--- src/rtl/dmem_pkg.sv ---
// Shared types for the MEM-stage data-memory access controller.
package dmem_pkg;

  // Access sequencer states.
  typedef enum logic [1:0] {
    IDLE = 2'b00,
    WAIT = 2'b01,
    DONE = 2'b10
  } dmem_state_e;

  // Exception codes reported on exc_code.
  typedef enum logic [1:0] {
    EXC_NONE     = 2'b00,
    EXC_MISALIGN = 2'b01,
    EXC_TIMEOUT  = 2'b10
  } dmem_exc_e;

  localparam int unsigned DMEM_TIMEOUT_DEFAULT = 32'd15;
  localparam int unsigned DMEM_CNT_W_DEFAULT   = 32'd8;

  // A word access is legal only on a 4-byte boundary.
  function automatic logic is_word_aligned(input logic [31:0] addr);
    return (addr[1:0] == 2'b00);
  endfunction

endpackage

--- src/rtl/dmem_timeout_cnt.sv ---
// Clearable, saturating wait counter with a terminal-count flag.
module dmem_timeout_cnt
  import dmem_pkg::*;
#(
  parameter int unsigned CNT_W          = DMEM_CNT_W_DEFAULT,
  parameter int unsigned TIMEOUT_CYCLES = DMEM_TIMEOUT_DEFAULT
) (
  input  logic clk,
  input  logic clrn,
  input  logic clr_i,
  input  logic inc_i,
  output logic tc_o
);

  localparam logic [CNT_W-1:0] TC_VAL  = CNT_W'(TIMEOUT_CYCLES - 32'd1);
  localparam logic [CNT_W-1:0] CNT_MAX = {CNT_W{1'b1}};
  localparam logic [CNT_W-1:0] CNT_ONE = CNT_W'(32'd1);

  logic [CNT_W-1:0] cnt_q;
  logic [CNT_W-1:0] cnt_d;

  // Next count: clear wins, increments stop at the all-ones value.
  always_comb begin
    cnt_d = cnt_q;
    if (clr_i) begin
      cnt_d = '0;
    end else if (inc_i && (cnt_q != CNT_MAX)) begin
      cnt_d = cnt_q + CNT_ONE;
    end else begin
      cnt_d = cnt_q;
    end
  end

  // Count register with asynchronous reset.
  always_ff @(posedge clk or negedge clrn) begin
    if (!clrn) begin
      cnt_q <= '0;
    end else begin
      cnt_q <= cnt_d;
    end
  end

  assign tc_o = (cnt_q == TC_VAL);

endmodule

--- src/rtl/dmem_access_ctrl.sv ---
// Sequences MEM-stage loads/stores over a req/ack data-memory interface,
// stalling the pipeline and raising misalign/timeout exceptions.
module dmem_access_ctrl
  import dmem_pkg::*;
#(
  parameter int unsigned TIMEOUT_CYCLES = DMEM_TIMEOUT_DEFAULT,
  parameter int unsigned CNT_W          = DMEM_CNT_W_DEFAULT
) (
  input  logic        clk,
  input  logic        clrn,
  input  logic        mwmem,
  input  logic        mm2reg,
  input  logic [31:0] malu,
  input  logic [31:0] di,
  output logic        mem_req,
  output logic        mem_we,
  output logic [31:0] mem_addr,
  output logic [31:0] mem_wdata,
  input  logic        mem_ack,
  input  logic [31:0] mem_rdata,
  output logic        stall,
  output logic        wb_bubble,
  output logic [31:0] mdo,
  output logic        exc_valid,
  output logic [1:0]  exc_code
);

  dmem_state_e state_q;
  logic        req_q;
  logic        we_q;
  logic [31:0] addr_q;
  logic [31:0] wdata_q;
  logic [31:0] mdo_q;
  logic        timeout_q;

  logic        access_s;
  logic        aligned_s;
  logic        start_s;
  logic        cnt_inc_s;
  logic        tc_s;
  logic        stall_s;
  logic        bubble_s;
  logic        exc_valid_s;
  logic [1:0]  exc_code_s;

  assign access_s  = mwmem | mm2reg;
  assign aligned_s = is_word_aligned(malu);
  assign start_s   = (state_q == IDLE) && access_s && aligned_s;
  // Only count cycles that neither complete nor already hit the limit.
  assign cnt_inc_s = (state_q == WAIT) && !mem_ack && !tc_s;

  dmem_timeout_cnt #(
    .CNT_W          (CNT_W),
    .TIMEOUT_CYCLES (TIMEOUT_CYCLES)
  ) u_timeout_cnt (
    .clk   (clk),
    .clrn  (clrn),
    .clr_i (start_s),
    .inc_i (cnt_inc_s),
    .tc_o  (tc_s)
  );

  // Pipeline control and exception outputs decoded from the current state.
  always_comb begin
    stall_s     = 1'b0;
    bubble_s    = 1'b0;
    exc_valid_s = 1'b0;
    exc_code_s  = EXC_NONE;
    case (state_q)
      IDLE: begin
        if (access_s) begin
          if (aligned_s) begin
            stall_s  = 1'b1;
            bubble_s = 1'b1;
          end else begin
            bubble_s    = 1'b1;
            exc_valid_s = 1'b1;
            exc_code_s  = EXC_MISALIGN;
          end
        end else begin
          stall_s = 1'b0;
        end
      end
      WAIT: begin
        stall_s  = 1'b1;
        bubble_s = 1'b1;
      end
      DONE: begin
        // Pipeline advances here; a timed-out instruction must not write back.
        bubble_s = timeout_q;
        if (timeout_q) begin
          exc_valid_s = 1'b1;
          exc_code_s  = EXC_TIMEOUT;
        end else begin
          exc_valid_s = 1'b0;
        end
      end
      default: begin
        stall_s = 1'b0;
      end
    endcase
  end

  // Access FSM and its registered memory-side outputs.
  always_ff @(posedge clk or negedge clrn) begin
    if (!clrn) begin
      state_q   <= IDLE;
      req_q     <= 1'b0;
      we_q      <= 1'b0;
      addr_q    <= 32'h0000_0000;
      wdata_q   <= 32'h0000_0000;
      mdo_q     <= 32'h0000_0000;
      timeout_q <= 1'b0;
    end else begin
      case (state_q)
        IDLE: begin
          timeout_q <= 1'b0;
          if (start_s) begin
            addr_q  <= malu;
            wdata_q <= di;
            // Store takes priority when both request lines are set.
            we_q    <= mwmem;
            req_q   <= 1'b1;
            state_q <= WAIT;
          end
        end
        WAIT: begin
          if (mem_ack) begin
            if (!we_q) begin
              mdo_q <= mem_rdata;
            end
            req_q     <= 1'b0;
            timeout_q <= 1'b0;
            state_q   <= DONE;
          end else if (tc_s) begin
            if (!we_q) begin
              mdo_q <= 32'h0000_0000;
            end
            req_q     <= 1'b0;
            timeout_q <= 1'b1;
            state_q   <= DONE;
          end
        end
        DONE: begin
          // The instruction still presented here has completed; never re-issue.
          timeout_q <= 1'b0;
          state_q   <= IDLE;
        end
        default: begin
          req_q     <= 1'b0;
          timeout_q <= 1'b0;
          state_q   <= IDLE;
        end
      endcase
    end
  end

  assign mem_req   = req_q;
  assign mem_we    = we_q & req_q;
  assign mem_addr  = addr_q;
  assign mem_wdata = wdata_q;
  assign mdo       = mdo_q;
  assign stall     = stall_s;
  assign wb_bubble = bubble_s;
  assign exc_valid = exc_valid_s;
  assign exc_code  = exc_code_s;

endmodule

--- config.mk ---
export PLATFORM = sky130hd
export DESIGN_NAME = dmem_access_ctrl
export DESIGN_NICKNAME = d
export VERILOG_FILES = /design/src/rtl/dmem_pkg.sv /design/src/rtl/dmem_timeout_cnt.sv /design/src/rtl/dmem_access_ctrl.sv
export SDC_FILE = /design/constraint.sdc
export NUM_CORES = 1
export LEC_CHECK = 0
export ABC_AREA = 1
export BUFFER_PORTS_ARGS = -buffer_cell sky130_fd_sc_hd__buf_2
export CORE_MARGIN = 2
export CORE_UTILIZATION = 40
export CTS_CLUSTER_SIZE = 30
export DETAILED_ROUTE_END_ITERATION = 8
export PLACE_DENSITY = 0.77
export SLEW_MARGIN = 20
export SYNTH_ARGS = -nofsm -noshare
export SYNTH_HDL_FRONTEND = slang
export SYNTH_HIERARCHICAL = 1
export SYNTH_SLANG_ARGS = --single-unit
--- constraint.sdc ---
create_clock -name clk -period 2.2 [get_ports clk]
set_input_delay 0.44 -clock clk [delete_from_list [all_inputs] [get_ports clk]]
set_output_delay 0.44 -clock clk [all_outputs]
set_load 0.01 [all_outputs]
* Word level (Yosys, flattened, before mapping)
Cells that the tools add are included.
** Cells by class
- Add/subtract/negate cells :: 1
- $mul :: 0
- Divide/modulo/power cells :: 0
- Order comparisons :: 0
- Equal/unequal tests :: 6
- Shift operators :: 0
- Muxes and demuxes :: 30
- Bitwise logic cells :: 4
- Reduce and logical (&&, ||, !) cells :: 15
** Operator list (count)
- 32-bit 2-to-1 mux :: 4
- 8-bit 2-to-1 mux :: 2
- 1-bit 2-to-1 mux :: 14
- 8-bit by 1-bit adder with 8-bit output, second input constant :: 1
- 8-bit by 4-bit equality test with 1-bit output, second input constant :: 1
- 2-bit 2-to-1 mux :: 4
- 8-bit inequality test, second input constant :: 1
- 2-bit one-hot mux with 2 select lines :: 2
- 1-bit one-hot mux with 3 select lines :: 2
- 3-bit AND reduction :: 2
- 1-bit logical AND :: 5
- 2-bit logical NOT :: 2
- 1-bit one-hot mux with 2 select lines :: 2
- 2-bit AND reduction :: 2
- 2-bit nonzero test :: 2
- 3-bit inequality test, second input constant :: 1
- 2-bit by 1-bit equality test with 1-bit output, second input constant :: 1
- 2-bit equality test, second input constant :: 1
- 1-bit logical NOT :: 2
- 2-bit inequality test, second input constant :: 1
- 1-bit NOT :: 2
- 1-bit AND :: 1
- 1-bit OR :: 1
** Storage, ports and cells
- Flip-flop bits (word level) :: 109
- Bits in latches :: 0
- Bits in writable memories :: 0
- Memory bits (read-only) :: 0
- Input bits :: 101
- Memories :: 0

* Logic depth before layout (Yosys ltp)
- Depth in word-level cells :: 6
- Mapped depth :: 12
- Depth with buffers taken out :: 12

* Hierarchy
The synthesis kept the hierarchy.
** By module, submodules not included
- dmem_access_ctrl :: times used 1, cells each 532, area each 4421.7 sq um
- dmem_timeout_cnt :: times used 1, cells each 80, area each 534.3 sq um

* Worst setup path after synthesis
Ideal clock, no wire load.
- Path type :: reg-to-reg
- From :: register u_timeout_cnt.cnt_q[0]
- To :: register u_timeout_cnt.cnt_q[5]
- Arrival time :: 1.558 ns
- Required time :: 2.081 ns
- Setup slack :: 0.523 ns
- Cell stages (with the launch flop) :: 12
- Path buffers :: 0
- Period minus slack after synthesis :: 1.677 ns
- Path through :: dfrtp_1 -> inv_1 -> ha_1 -> nand3_1 -> nor4_1 -> nor2_2 -> nand2_1 -> inv_1 -> inv_1 -> nor3_1 -> a21oi_1 -> nor2_1
** Between the ends
- Word-level cells in the longest chain between the ends :: 5
- Elaborated cells between the ends (all ways) :: 9
- Classes of those cells :: add/sub: 1; eq/ne: 2; mux: 2; reduce/logical: 4
** Ends and longest elaborated chain
- from (decl) :: line dmem_timeout_cnt.sv:19 : logic [CNT_W-1:0] cnt_q;
- from (signal assigned) :: line dmem_timeout_cnt.sv:39 : cnt_q <= cnt_d;
- 8-bit by 4-bit equality test with 1-bit output :: line dmem_timeout_cnt.sv:43 : assign tc_o = (cnt_q == TC_VAL);
- via tc_s :: line dmem_access_ctrl.sv:40 : logic tc_s;
- 1-bit logical NOT :: line dmem_access_ctrl.sv:50 : assign cnt_inc_s = (state_q == WAIT) && !mem_ack && !tc_s;
- 1-bit logical AND :: line dmem_access_ctrl.sv:50
- via cnt_inc_s :: line dmem_access_ctrl.sv:39 : logic cnt_inc_s;
- 1-bit logical AND :: line dmem_timeout_cnt.sv:27 : end else if (inc_i && (cnt_q != CNT_MAX)) begin
- 2-bit nonzero test (no line)
The timed path passes the listed nets, and every way through them passes these cells. The select of a mux whose other input is x is not followed.
A chain may end at the register's enable or synchronous reset.

* Worst setup path after layout
- From :: register u_timeout_cnt.cnt_q[0]
- To :: register mdo_q[15], in the netlist mdo[15]
** Between the ends
- Word-level cells in the longest chain between the ends :: 3
** Ends and longest elaborated chain
- 8-bit by 4-bit equality test with 1-bit output :: line dmem_timeout_cnt.sv:43
- via tc_s :: line dmem_access_ctrl.sv:40
- 2-bit nonzero test (no line)
- 3-bit AND reduction (no line)
- to (signal assigned) :: line dmem_access_ctrl.sv:130 : mdo_q <= mem_rdata;
- to (decl) :: line dmem_access_ctrl.sv:33 : logic [31:0] mdo_q;
The timed path passes the listed nets, and every way through them passes these cells.

==> results.py <==
metrics = {
    "timing": {
        "clock.fmax_mhz": 510.5,
        "fin_ws_ns": 0.2410,
        "worstMarginPinSlew_ns": 0.6875,
        "rsz0062_at_grt": "false",
        "hold_violations": 0,
        "slew_violations": 0,
        "post-route-period-util_pct": 89.04,
        "fin_crit_ns": 1.959,
        "setup_violations": 0,
        "fin_skew_ns": 0.009230,
        "relSlewSlack_pct": 54.17,
        "fin_tns_setup_ns": 0,
    },
    "detailed_routing": {
        "drtIter0Drc": 408,
        "wl_per_cell_um": 13.48,
        "drtPass1Iterations": 5,
        "antenna_left": 0,
        "vias": 4675,
        "avgViaCountPerCell": 4.825,
        "drcViolationCount": 0,
        "finalWirelength_mm": 13.06,
    },
    "cells_and_area": {
        "drive_gt1_share_pct": 30.84,
        "area_growth_syn_to_layout_pct": 29.13,
        "fillerInstances": 1134,
        "final_common_cell": "nand2_1",
        "final_cell_mix": "nand2_1, buf_2, dfrtp_1, nand4_1, inv_1",
        "nets": 902,
        "fin_cells": 969,
        "n_antenna_cell": 0,
    },
    "logic_synthesis": {
        "syn-num-nets": 715,
        "synth_cell_types": 24,
        "syn_area_um2": 4956,
        "synth_seq_cells": 109,
        "ys_seq_area_share_pct": 55.04,
        "avgSynthCellArea_um2": 8.098,
        "syn_inst": 612,
        "yosys_warnings": 6,
    },
    "power_and_ir_drop": {
        "powerDensity_nw_per_um2": 961.1,
        "finalPower_uw": 6151,
        "static-leakage-power_uw": 0.003865,
        "ir_drop_mv": 0.4028,
    },
    "floorplanning": {
        "io_pins": 204,
        "start_util_pct": 41.09,
        "fp-row-count": 40,
        "core-area_um2": 12060,
        "chipHeight_um": 115.3,
        "dieArea_um2": 13300,
        "die_w_um": 115.3,
    },
    "critical_path": {
        "critPathLaunchType": "flop",
        "cp.arrival_ns": 2.19,
        "path_max_fanout": 32,
        "crit_type": "flop to flop",
        "worst-endpoint-required_ns": 2.43,
        "crit_path_end_kind": "flop",
    },
    "cts": {
        "numCtsBuffers": 9,
        "clk_latency_ns": 0.35,
        "clock-sinks": 109,
        "ctsResizeCount": 0,
        "path_clk_slew_ns": 0.07,
        "post_cts_buffers": 0,
        "cts_tree": "done",
        "cts_buffer_depth": 2,
        "h-tree-depth": 3,
        "cts_hold_buf": 0,
        "clk_root_buffer_cell": "clkbuf_16",
    },
    "place": {
        "hpwl_mm": 9.066,
        "pre_cts_slack_ns": 0.2815,
        "place_inst": 956,
        "place_congestion": 0.8818,
        "port_buffers": 203,
    },
    "grt": {
        "grt_max_degree": 66,
        "antenna_found_initial": 0,
        "track_usage_pct": 20.20,
        "grt_pass1_vias": 4358,
        "grt_pass1_wl_mm": 21.28,
        "gr-total-overflow": 0,
    },
    "job": {
        "cap_viol_max_count": 0,
    },
    "outcome": {
        "status": "complete, no violations",
    },
    "min_path": {
        "hold_path.class": "input port to asynchronous set/reset pin",
    },
}
==> layer usage <==
layer  share of wire, %  vias to the layer above  track usage [%]  wire length, µm
met4                2.0                        0            8.112              266
met5                  0                        -                0                0
li1                   -                     2317                -                -
met3                6.2                       19            4.164              805
met2                 49                      175            32.71             6337
met1                 43                     2164            26.58             5653
==> per-stage QoR <==
stage | area, µm² | hold WS, ns | utilization, %
floorplan | 4956 | 0.1444 | -
detailed placement | 6137 | 0.4204 | 50.88
finish | 6400 | 0.02995 | 53.06
global placement | 6137 | 0.4146 | 50.88
CTS | 6400 | 0.03743 | 53.06
global route | 6400 | 0.06284 | 53.06
==> critical path, stage by stage (launching register included) <==
cell	delay, ns
dfrtp_1	0.40
inv_1	0.10
ha_1	0.15
nand3_1	0.07
nor4_1	0.45
inv_1	0.08
nand2_1	0.08
nand3_1	0.07
buf_4	0.26
nand2_1	0.11
nand2_1	0.06
==> Yosys cell counts, drive strengths merged <==
library cell | number | share of area, %
nand2 | 265 | 20
dfrtp | 109 | 55
nand4 | 63 | 8.0
inv | 55 | 4.2
nand3 | 43 | 4.4
buf | 35 | 3.7
nor2 | 18 | 1.7
clkbuf | 6 | 0.45
a21oi | 5 | 0.50
o21ai | 4 | 0.40
clkinv | 3 | 0.33
nor3 | 3 | 0.30
ha | 2 | 0.50
nor4 | 1 | 0.13
==> flip-flops by register name, summed over array words and instances, names as in the netlist <==
signal,flops
mdo,32
mem_addr,32
mem_req,1
mem_wdata,32
state_q,2
timeout_q,1
u_timeout_cnt/cnt_q,8
we_q,1
==> worst paths after layout <==
check	startpoint	to	cells after the start	slack, ns
setup / recovery	u_timeout_cnt/cnt_q[0]	mdo[15]	10	0.24
hold / removal	clrn	mem_wdata[27]	1	0.03
setup reg to reg	u_timeout_cnt/cnt_q[0]	mdo[15]	10	0.24
hold reg to reg	mdo[24]	mdo[24]	2	0.47
max in group asynchronous	clrn	mem_addr[6]	2	1.59
min in group clk	di[11]	mem_wdata[11]	3	0.33
==> cells by family after synthesis <==
kind of cell / synth area share [%]
and+or+nand+nor: 34.86
buffers and inverters: 8.684
adders and majority gates: 0.5048
AOI/OAI and AO/OA: 0.9088
DFF: 55.04
==> final cells by class <==
class,instances,area [µm²],share of cell area (%)
Sequential cell,109,2728,42.62
Multi-Input combinational cell,404,1815,28.37
Timing Repair Buffer,217,1161,18.14
Clock buffer,10,239.0,3.734
Inverter,58,222.7,3.480
Tap cell,168,210.2,3.284
Clock inverter,3,23.77,0.3715
==> where the power goes <==
group | internal (µW) | switching, µW
logic | 728 | 1100
registers | 2530 | 308
clock network | 784 | 699
total | 4050 | 2110
Note: power is estimated with default switching activity, not from simulation.
